**src/rtl/key_matrix_scan.sv**
```systemverilog
// key_matrix_scan: 4x4 active-low keypad scanner with per-key debounce and one-cycle key strobe.
// Define KEY_REPEAT_EN to add auto-repeat strobes while a key stays held.
module key_matrix_scan #(
   parameter int SCAN_DIV = 1000,
   parameter int DEB_CNT  = 4
`ifdef KEY_REPEAT_EN
   ,parameter int REPEAT_DLY = 200
`endif
) (
   input  logic       clk,
   input  logic       rst,
   input  logic [3:0] key_row,
   output logic [3:0] key_col,
   output logic [3:0] key_code,
   output logic       key_valid,
   output logic       key_held
);
   localparam int CW = $clog2(SCAN_DIV);
   localparam int DW = $clog2(DEB_CNT + 1);
   typedef enum logic [1:0] {SCAN, DEBOUNCE, PRESSED} state_t;
   state_t        state_q, state_d;
   logic [3:0]    sync1_q, row_s_q, key_col_q, key_code_q;
   logic [CW-1:0] div_q;
   logic [1:0]    col_q, col_d, row_q, row_d, row_idx;
   logic [DW-1:0] deb_q, deb_d, rel_q, rel_d;
   logic          key_valid_q, key_held_q, held_d, accept, rep_hit;
   logic          sample, any_low, latched_low;
   assign sample      = div_q == CW'(SCAN_DIV - 1);
   assign any_low     = ~&row_s_q;
   assign latched_low = ~row_s_q[row_q];
   assign row_idx     = !row_s_q[0] ? 2'd0 : !row_s_q[1] ? 2'd1 : !row_s_q[2] ? 2'd2 : 2'd3;
   assign key_col     = key_col_q;
   assign key_code    = key_code_q;
   assign key_valid   = key_valid_q;
   assign key_held    = key_held_q;
`ifdef KEY_REPEAT_EN
   localparam int RW = $clog2(REPEAT_DLY + 1);
   logic [RW-1:0] rep_q;
   logic          rep_step;
   assign rep_step = state_q == PRESSED && sample && latched_low;
   assign rep_hit  = rep_step && rep_q == RW'(REPEAT_DLY - 1);
   always_ff @(posedge clk or negedge rst) begin
      if (!rst) rep_q <= '0;
      else rep_q <= (accept || rep_hit) ? '0 : rep_step ? rep_q + 1'b1 : rep_q;
   end
`else
   assign rep_hit = 1'b0;
`endif
   always_comb begin
      state_d = state_q;
      col_d   = col_q;
      row_d   = row_q;
      deb_d   = deb_q;
      rel_d   = rel_q;
      held_d  = key_held_q;
      accept  = 1'b0;
      if (sample) begin
         case (state_q)
            SCAN: if (any_low) begin
               row_d   = row_idx;
               deb_d   = DW'(1);
               state_d = DEBOUNCE;
               accept  = DEB_CNT == 1;
            end else col_d = col_q + 2'd1;
            DEBOUNCE: if (any_low && row_idx == row_q) begin
               deb_d  = deb_q + 1'b1;
               accept = deb_d == DW'(DEB_CNT);
            end else begin
               state_d = SCAN;
               col_d   = col_q + 2'd1;
               deb_d   = '0;
            end
            PRESSED: if (latched_low) rel_d = '0;
            else if (rel_q + 1'b1 == DW'(DEB_CNT)) begin
               rel_d   = '0;
               held_d  = 1'b0;
               state_d = SCAN;
               col_d   = col_q + 2'd1;
            end else rel_d = rel_q + 1'b1;
            default: state_d = SCAN;
         endcase
      end
      if (accept) begin
         state_d = PRESSED;
         deb_d   = '0;
         rel_d   = '0;
         held_d  = 1'b1;
      end
   end
   always_ff @(posedge clk or negedge rst) begin
      if (!rst) begin
         sync1_q     <= 4'hF;
         row_s_q     <= 4'hF;
         state_q     <= SCAN;
         div_q       <= '0;
         col_q       <= '0;
         row_q       <= '0;
         deb_q       <= '0;
         rel_q       <= '0;
         key_col_q   <= 4'b1110;
         key_code_q  <= 4'h0;
         key_valid_q <= 1'b0;
         key_held_q  <= 1'b0;
      end else begin
         sync1_q     <= key_row;
         row_s_q     <= sync1_q;
         state_q     <= state_d;
         div_q       <= sample ? '0 : div_q + 1'b1;
         col_q       <= col_d;
         row_q       <= row_d;
         deb_q       <= deb_d;
         rel_q       <= rel_d;
         key_col_q   <= ~(4'b0001 << col_d);
         key_code_q  <= accept ? {row_d, col_q} : key_code_q;
         key_valid_q <= accept | rep_hit;
         key_held_q  <= held_d;
      end
   end
endmodule
```
**config.mk**
```make
export PLATFORM = sky130hd
export DESIGN_NAME = key_matrix_scan
export DESIGN_NICKNAME = d
export VERILOG_FILES = /design/src/rtl/key_matrix_scan.sv
export SDC_FILE = /design/constraint.sdc
export NUM_CORES = 1
export LEC_CHECK = 0
export BUFFER_PORTS_ARGS = -buffer_cell sky130_fd_sc_hd__buf_2
export CAP_MARGIN = 5
export CORE_MARGIN = 5
export CORE_UTILIZATION = 48
export CTS_CLUSTER_DIAMETER = 80
export CTS_CLUSTER_SIZE = 30
export DETAILED_ROUTE_END_ITERATION = 10
export GPL_ROUTABILITY_DRIVEN = 0
export PLACE_DENSITY_LB_ADDON = 0.25
export SLEW_MARGIN = 20
export SYNTH_ARGS = -nofsm -noshare
export SYNTH_HDL_FRONTEND = slang
export SYNTH_SLANG_ARGS = --single-unit
```
**constraint.sdc**
```tcl
create_clock -name clk -period 2.8 [get_ports clk]
set_clock_uncertainty 0.15 [all_clocks]
set_input_delay 0.42 -clock clk [delete_from_list [all_inputs] [get_ports clk]]
set_output_delay 0.42 -clock clk [all_outputs]
set_load 0.05 [all_outputs]
```
; ---- Word-level counts from Yosys, hierarchy flattened
; Cells that the tools add are included.
[word_totals]
register_bits = 40
inputBits = 6
output_inout_bits = 10
[classes]
n_addsub = 4
order_cmp = 1
n_eq_ne = 10
n_shift = 1
mux = 40
n_bitwise = 1
reduce_logical = 13
[op_table]
columns = op, count
row1 = $mux W2, 16
row2 = $mux W3, 9
row3 = $ne A3 B3 Y1 const B, 4
row4 = $pmux W2 S3, 2
row5 = $add A10 B1 Y10 const B, 1
row6 = $eq A10 B10 Y1 const B, 1
row7 = $mux W1, 10
row8 = $mux W10, 1
row9 = $reduce_and A4 Y1, 2
row10 = $reduce_bool A2 Y1, 4
row11 = $add A3 B1 Y3 const B, 2
row12 = $eq A3 B3 Y1 const B, 2
row13 = $pmux W3 S2, 1
row14 = $reduce_and A5 Y1, 1
row15 = $not A4 Y4, 1
row16 = $shl A1 B2 Y4 const A, 1
row17 = $lt A2 B3 Y1 const B, 1
row18 = $reduce_and A3 Y1, 1
row19 = $reduce_bool A3 Y1, 1
row20 = $add A2 B1 Y2 const B, 1
row21 = $bmux W1 S2, 1
row22 = $eq A2 B1 Y1 const B, 1
row23 = $eq A2 B2 Y1, 1
row24 = $eq A2 B2 Y1 const B, 1
row25 = 4 further kinds, 4

; ---- Logic depth before layout (Yosys ltp)
; Gate-level depths: netlist of the first run.
[depth]
depth_word = 10
depth_mapped = 7

; ---- Worst setup path after synthesis of the first run
; OpenSTA, ideal clock, no wires.
[synth_path]
path_type = reg-to-reg
start = register row_s_q[0]
end = register key_code_q[0] (netlist: key_code[0])
setup_time_ns = 0.125
arrival_time_ns = 1.589
setup_slack_ns = 0.936
stages_incl_launch_ff = 7
synth_period_minus_slack_ns = 1.864
path_cell_list = dfstp_2 > nor3_1 > a31o_1 > o21ai_2 > nand3b_4 > inv_4 > mux2_4
[synth_between]
elab_chain_len = 6
word_cells_on_any_way = 8
classes_between = eq/ne (1) / mux (4) / reduce/logical (3)
[synth_rtl]
columns = element, line
row1 = start: declaration, 22  ; logic [3:0] sync1_q, row_s_q, key_col_q, key_code_q;
row2 = start signal: assignment, 106  ; row_s_q <= sync1_q;
row3 = $mux W2 or $reduce_and A4 Y1 (tied branches), "31, 29"
row4 = $eq A2 B2 Y1 or $logic_not A1 Y1 (tied branches), "65, 29"
row5 = $logic_and A1 B1 Y1 *, 65  ; DEBOUNCE: if (any_low && row_idx == row_q) begin
row6 = $mux W1 *, 65
row7 = $mux W1 *, -
row8 = $mux W1 *, 57  ; if (sample) begin
row9 = via accept, 26  ; logic key_valid_q, key_held_q, held_d, accept, rep_hit;
row10 = end signal: assignment, 114  ; key_code_q <= accept ? {row_d, col_q} : key_code_q;
row11 = end: declaration, 22
; The timed path passes the listed nets; every way through them passes the cells marked *.
; A chain may end at the register's enable or synchronous reset.

; ---- Worst setup path in the final report of the first run
[layout_path]
start = register div_q[0]
end = register deb_q[2]
[layout_between]
elab_chain_len = 4
word_cells_on_any_way = 7
classes_between = eq/ne (2) / mux (2) / reduce/logical (3)
[layout_rtl]
columns = element, line
row1 = start: declaration, 23  ; logic [CW-1:0] div_q;
row2 = start signal: assignment, 108  ; div_q <= sample ? '0 : div_q + 1'b1;
row3 = $eq A10 B10 Y1 *, 28  ; assign sample = div_q == CW'(SCAN_DIV - 1);
row4 = $mux W1, 57
row5 = "$ne A3 B3 Y1 (no source line), or another cell as far along", -
row6 = $reduce_and A3 Y1 (no source line), -
row7 = end signal: assignment, 98  ; deb_q <= '0;
row8 = end signal: assignment, 111  ; deb_q <= deb_d;
row9 = end: declaration, 25  ; logic [DW-1:0] deb_q, deb_d, rel_q, rel_d;
; Every way passes the cells marked *; elsewhere a longest branch is shown, timed or not.

==> metrics.md, run 1 <==
| Metric | Value |
|---|---|
| Sequential area share after synthesis | `0.519` |
| IO Pins | `16` |
| Post-synthesis instance area | `1960 sq um` |
| Arrival @ worst endpoint | `2.24 ns` |
| Total CTS buffers | `5` |
| #FFs+latches synth | `40` |
| GR Util All Layers | `0.156` |
| Die area | `5450 sq um` |
| Buf/Inv on CP | `0` |
| Post-synth ARST share | `1.00` |
| DRC viols | `0` |
| H-Tree Depth | `2` |
| Drt total wl | `around 3700 um` |
| Die W | `73.8 um` |
| Setup TNS | `0 ns` |
| Pre-antenna DRT Iters | `4` |
| Cells after DPL | `239` |
| Final-report max-slew violation count | `0` |
| Final Hold Viols | `0` |
| Post-CTS Resized | `0` |
| Startpoint Class | `flip-flop` |
| Worst-Margin Slew | `0.846 ns` |
| Pwr Density | `452 nW/um^2` |
| Post-CTS setup buffer count | `0` |
| Violation count after the first detailed-routing iteration | `between 100 and 150` |
| Core area | `3970 sq um` |
| Syn Area/Cell | `around 11 sq um` |
| Most used DFF post-synth | `dfrtp_1` |
| WL per Instance | `14.8 um` |
| Via density | `between 5 and 6` |
| Global-route wire length before repair | `6460 um` |
| Diodes inserted | `0` |
| Synth top area share | `0.371` |
| YS warnings | `0` |
| RSZ-0062 raised after global routing | `false` |
| Multi-input logic area | `896 sq um` |
| Vias in the first global route | `1355` |
| Most frequent cells after synthesis | `29 x dfrtp_1, 16 x nand2_1, 12 x nor2_1` |
| Rows | `23` |
| GRT Residual Overflow | `0` |
| Post-synth EDFFs | `0` |
| Initial antenna violation count | `0` |
| Syn_nets | `around 190` |
| Min-delay worst type | `input port to flip-flop` |
| TritonCTS clock tree | `yes` |
| Slew headroom | `0.436` |
| Largest net degree at the start of global routing | `41` |
| Final period utilization | `0.774` |
| Die height | `roughly 74 um` |
| Crit-path max FO | `9` |
| Cell family with most CP delay | `compound AO/OA/AOI/OAI gates` |
| Static leakage | `between 1 and 1.5 nW` |
| CP max-delay cell | `a2111o_1` |
| Peak supply drop | `between 200 and 250 uV` |
| WS Path Type | `flip-flop to flip-flop` |
| Crit-path cells | `ha_1, nand4b_1, nor3_4, o211ai_1, a2111o_1, nand3_1` |
| Post-DP HPWL | `2710 um` |
| Crit end category | `flip-flop` |
| Worst-Skew Late Latency | `0.29 ns` |
| Max incr delay on CP | `0.41 ns` |
| Initial Util | `0.492` |
| IO Port Bufs | `15` |
| Max_cap viols | `0` |
| Post-Layout Cell Count | `about 250` |
| CTS Hold Bufs | `0` |
| Tmin final | `roughly 2.2 ns` |
| Clk sinks | `40` |
| Final setup viols | `0` |
| Fin nets | `207` |
| Fmax | `between 400 and 500 MHz` |
| Most frequent cell after synthesis | `dfrtp_1` |
| FF+latch area | `1010 sq um` |
| Ranking of synthesized cells by area | `dfrtp_1 37%, dfstp_2 15%, ha_1 3.2%` |
| Fillers | `348` |
| Routed Antenna Nets | `0` |
| Via count | `about 1.4k` |
| Area Overhead vs Synth | `10.9%` |
| Share of cells above drive strength 1 | `0.244` |
| Synth Instances | `around 180` |
| CTS root buffer | `clkbuf_8` |
| Distinct cells, synth | `52` |
| Synth area leader | `dfrtp_1` |
| Clock Path Buffers | `2` |
| Clock Pin Slew Worst Setup and Hold Paths | `0.07 ns` |
| Data required time at the worst endpoint | `2.87 ns` |
| Outcome | `finished clean` |
==> metal layers <==
| layer | GRT usage | wire (um) | up-vias |
|---|---|---|---|
| met1 | 0.199 | 1670 | 686 |
| met3 | 0.0451 | 159 | 5 |
| met4 | 0.0483 | 42 | 0 |
| met5 | 0 | 0 | - |
| met2 | 0.253 | 1780 | 23 |
| li1 | - | - | 674 |
==> layout by cell type, fill, tap and decap left out, types with 3 or more instances in the layout <==
cell,n
o21ai_0,8
nor2_1,12
nor3b_1,3
buf_2,15
nand3_1,6
a21oi_1,8
nand2b_1,3
nand2_1,16
dfrtp_1,29
inv_1,7
xor2_1,4
dfstp_2,11
and3_1,3
clkbuf_8,5
nand4_1,5
o211ai_1,4
mux2_4,4
nor2b_1,3
ha_1,5
==> path summary, 6_finish.rpt <==
check / startpoint / end / slack (ns) / cells after the start
max in group asynchronous: rst / deb_q[0] / 1.89 / 1
setup reg to reg: div_q[0] / deb_q[2] / 0.63 / 6
hold / removal: key_row[0] / sync1_q[0] / 0.07 / 1
min in group asynchronous: rst / div_q[6] / 0.08 / 1
hold reg to reg: sync1_q[1] / row_s_q[1] / 0.21 / 0
setup / recovery: div_q[0] / deb_q[2] / 0.63 / 6
==> metrics by stage <==
stage	total power [mW]	setup slack, ns	hold WS (ns)	cell area (sq um)	utilization
2_1_floorplan	0.611	0.936	-0.0256	1960	-
3_3_place_gp	0.627	0.743	0.196	2090	0.526
3_5_place_dp	0.629	0.630	0.197	2090	0.526
4_1_cts	0.990	0.607	0.0668	2170	0.546
5_1_grt	1.02	0.433	0.0616	2170	0.546
6_report	0.980	0.632	0.0723	2170	0.546
==> where the power goes <==
part	switching, mW	internal [mW]
clock network	0.188	0.175
logic	0.0165	0.00679
registers	0.00545	0.589
==> sequential cells by signal, summed over array words and instances (netlist names) <==
signal / cells
sync1_q: 4
key_held: 1
div_q: 10
state_q: 2
row_s_q: 4
key_code: 4
rel_q: 3
row_q: 2
deb_q: 3
col_q: 2
key_valid: 1
key_col: 4
==> cell families after synthesis <==
kind of cell,Yosys count,share of synthesized area
simple gates,64,0.186
compound gates,43,0.161
flops,40,0.519
buf+inv,10,0.0230
mux,7,0.0525
xor+xnor,6,0.0269
fa+ha+maj,5,0.0320
==> worst reg2reg max path, stage by stage (launching register included) <==
cell and delay, ns:
dfrtp_1 0.39, ha_1 0.21, nand4b_1 0.18, nor3_4 0.37, o211ai_1 0.31, a2111o_1 0.41
nand3_1 0.09
==> final cells by class <==
type / instances / area share
clock inverter: 1 / 0.00231
inverter: 8 / 0.0150
clock buffer: 7 / 0.0352
timing repair buffer: 16 / 0.0381
tap: 50 / 0.0288
sequential: 40 / 0.468
multi-input combinational: 125 / 0.413
Note: power is estimated with default switching activity, not from simulation.
==> inputs of run 2 (changes only) <==
==> constraint.sdc (replaced) <==
create_clock -name clk -period 1.9 [get_ports clk]
set_clock_uncertainty 0.15 [all_clocks]
set_input_delay 0.285 -clock clk [delete_from_list [all_inputs] [get_ports clk]]
set_output_delay 0.285 -clock clk [all_outputs]
set_load 0.05 [all_outputs]
==> run 2 against run 1 <==
The run now ends with negative setup slack left. Total power is 65% higher. Fmax increased by 12%. Register-to-register slack lost 0.67 ns. Sequential power up 47%. Wire length increased by 29%. Hold slack better by 0.13 ns. Largest cell class unchanged. Combinational power rose to 2.6 times the previous value. Highest routed layer unchanged. Non-clock buffer count is 41 higher. Die area unchanged.
==> metrics.md, run 2 (synthesized netlist as in run 1, its figures left out) <==
| Metric | Value |
|---|---|
| Outcome | `finished with violations` |
| Violated checks | `negative setup slack` |
| H-Tree Depth | `2 (unchanged)` |
| Die W | `73.8 um (unchanged)` |
| Tmin final | `1.93 ns (-0.233 ns)` |
| Switching Fraction | `0.205 (-0.00896)` |
| Startpoint Class | `flip-flop` |
| Max_cap viols | `0 (unchanged)` |
| Data required time at the worst endpoint | `1.91 ns (-0.96 ns)` |
| Post-Layout Cell Count | `288 (+17%)` |
| Setup crit start | `div_q[0]` |
| Final setup margin | `-0.0345 ns (-0.667 ns)` |
| Commonest cells after routing, fill and taps aside | `29 x buf_4, 27 x dfrtp_1, 16 x nand2_1, 15 x buf_2, 12 x nor2_1` |
| WL per Instance | `16.4 um (+11%)` |
| Crit-path cells | `ha_2, nand4b_1, nor3_4, buf_6, buf_6, a21boi_4, and4_4, o211ai_1` |
| Slew headroom | `0.743 (+0.307)` |
| R2R depth | `8 (+2)` |
| Final setup viols | `8 (+8)` |
| GR Util All Layers | `0.177 (+0.0218)` |
| IO Pins | `16 (unchanged)` |
| Worst path most repeated cell | `buf_6` |
| Clock share of power | `0.421 (+0.051)` |
| Die area | `5450 sq um (unchanged)` |
| Initial Util | `0.492 (unchanged)` |
| Crit-path max FO | `4 (-5)` |
| RR Endpoint | `col_q[1]` |
| Peak supply drop | `476 uV (+95%)` |
| Final period utilization | `1.02 (+0.244)` |
| TritonCTS clock tree | `yes` |
| Rows | `23 (unchanged)` |
| Cell family with most CP delay | `simple AND/OR/NAND/NOR gates` |
| Crit path to | `col_q[1]` |
| Post-DP HPWL | `2980 um (+9.7%)` |
| Buf/Inv on CP | `2 (+2)` |
| Global-route wire length before repair | `7400 um (+15%)` |
| Fmax | `517 MHz (+12%)` |
| Crit end category | `flip-flop` |
| R2R Setup Slk | `-0.03 ns (-0.67 ns)` |
| Flop pwr share | `0.542 (-0.064)` |
| Post-DP Area | `2250 sq um (+7.8%)` |
| DRC viols | `0 (unchanged)` |
| Final Hold Viols | `0 (unchanged)` |
| Max incr delay on CP | `0.36 ns (-0.05 ns)` |
| Design area | `2620 sq um (+21%)` |
| Initial antenna violation count | `0 (unchanged)` |
| Hold Crit Start | `sync1_q[1]` |
| Worst flop-to-flop path startpoint | `div_q[0]` |
| Core area | `3970 sq um (unchanged)` |
| Max reg flops | `10 (unchanged)` |
| Via count | `1614 (+16%)` |
| Worst-Skew Late Latency | `0.29 ns (about the same)` |
| CTS root buffer | `clkbuf_8` |
| Total CTS buffers | `5 (unchanged)` |
| Most flop-heavy register | `div_q` |
| Clock Pin Slew Worst Setup and Hold Paths | `0.08 ns (about the same)` |
| Drt total wl | `4730 um (+29%)` |
| Cell-internal power | `1.29 mW (+67%)` |
| Min-delay worst type | `flip-flop to flip-flop` |
| Combinational Power Share | `0.038 (+0.014)` |
| Largest net degree at the start of global routing | `41 (unchanged)` |
| Routed Antenna Nets | `0 (unchanged)` |
| Clock Path Buffers | `2 (unchanged)` |
| RSZ-0062 raised after global routing | `true` |
| Pre-antenna DRT Iters | `4 (unchanged)` |
| Diodes inserted | `0 (unchanged)` |
| Leading cell type in the layout, fill and taps excluded | `buf_4` |
| Cells after DPL | `259 (+8.4%)` |
| Critical path depth | `8 (+2)` |
| Violation count after the first detailed-routing iteration | `100 (-9.9%)` |
| GRT Residual Overflow | `0 (unchanged)` |
| Vias in the first global route | `1603 (+18%)` |
| Die height | `73.8 um (unchanged)` |
| CP max-delay cell | `dfrtp_1` |
| Fillers | `299 (-14%)` |
| Worst-Margin Slew | `0.383 ns (-0.462 ns)` |
| Area Overhead vs Synth | `33.8%` |
| Share of cells above drive strength 1 | `0.399 (+0.156)` |
| Static leakage | `1.28 nW (+22%)` |
| Fin nets | `248 (+20%)` |
| IO Port Bufs | `15 (unchanged)` |
| Psw | `0.331 mW (+58%)` |
| Clk sinks | `40 (unchanged)` |
| Via density | `5.60 (-0.27%)` |
| Final core utilization | `0.659 (+0.113)` |
| Final-report max-slew violation count | `0 (unchanged)` |
| Arrival @ worst endpoint | `1.95 ns (-0.29 ns)` |
| Pwr Density | `618 nW/um^2 (+37%)` |
| WS Path Type | `flip-flop to flip-flop` |
## run 2: changes by cell type in the layout (fill, tap and decap cells not counted), moves of 2 or more
cell	previous run	this run
dlygate4sd3_1	0	5
o21ai_1	2	5
buf_4	1	29
dfrtp_2	0	2
a21oi_2	0	2
o21ai_0	8	5
a21oi_1	8	6
dfrtp_1	29	27
buf_6	0	7
## run 2: repair_timing
item	4_1_cts	5_1_grt
cloned	0	0
hold buffers	5	0
endpoints found under the setup margin	8	18
buffers inserted	1	15
pin swaps	1	5
endpoints found under the hold margin	33	0
resized for setup	4	20
## run 2: power groups by stage
stage / combinational, mW / sequential [mW] / clock [mW]
6_report: 0.0606 / 0.876 / 0.680
5_1_grt: 0.0686 / 0.877 / 0.735
4_1_cts: 0.0532 / 0.875 / 0.695
3_5_place_dp: 0.0428 / 0.891 / 0
3_3_place_gp: 0.0415 / 0.890 / 0
2_1_floorplan: 0.0122 / 0.888 / 0
## run 2: metal layers
metal  vias to the layer above  track usage  wire, um
li1                        756            -         -
met1                       791        0.218      1870
met2                        51        0.291      2450
met3                        16       0.0465       251
met4                         0       0.0785       154
met5                         -            0         0
## run 2: how the worst min path moves through the flow
stage / slack (ns) / to / depth (start not counted)
floorplan: -0.16 / col_q[0] / 0
global placement: 0.12 / rel_q[2] / 2
detailed placement: 0.12 / rel_q[1] / 2
CTS: 0.21 / row_s_q[1] / 0
global route: 0.21 / row_s_q[1] / 0
finish: 0.21 / row_s_q[1] / 0
## run 2: layout make-up
type / count / area, sq um / share of cell area
clock buffer: 6 / 72.6 / 0.0277
sequential: 40 / 1020 / 0.389
inverter: 8 / 37.5 / 0.0143
multi-input combinational: 125 / 951 / 0.363
timing repair buffer: 57 / 442 / 0.169
clock inverter: 2 / 35.0 / 0.0134
tap: 50 / 62.6 / 0.0239
## run 2: stage by stage
| step | hold slack (ns) | worst slack [ns] | power (mW) | setup TNS, ns |
|---|---|---|---|---|
| 2_1_floorplan | -0.161 | 0.0356 | 0.901 | 0 |
| 3_3_place_gp | 0.118 | -0.00447 | 0.931 | -0.00447 |
| 3_5_place_dp | 0.119 | -0.0354 | 0.934 | -0.134 |
| 4_1_cts | 0.208 | -0.0168 | 1.62 | -0.0236 |
| 5_1_grt | 0.214 | -0.141 | 1.68 | -1.30 |
| 6_report | 0.207 | -0.0345 | 1.62 | -0.185 |
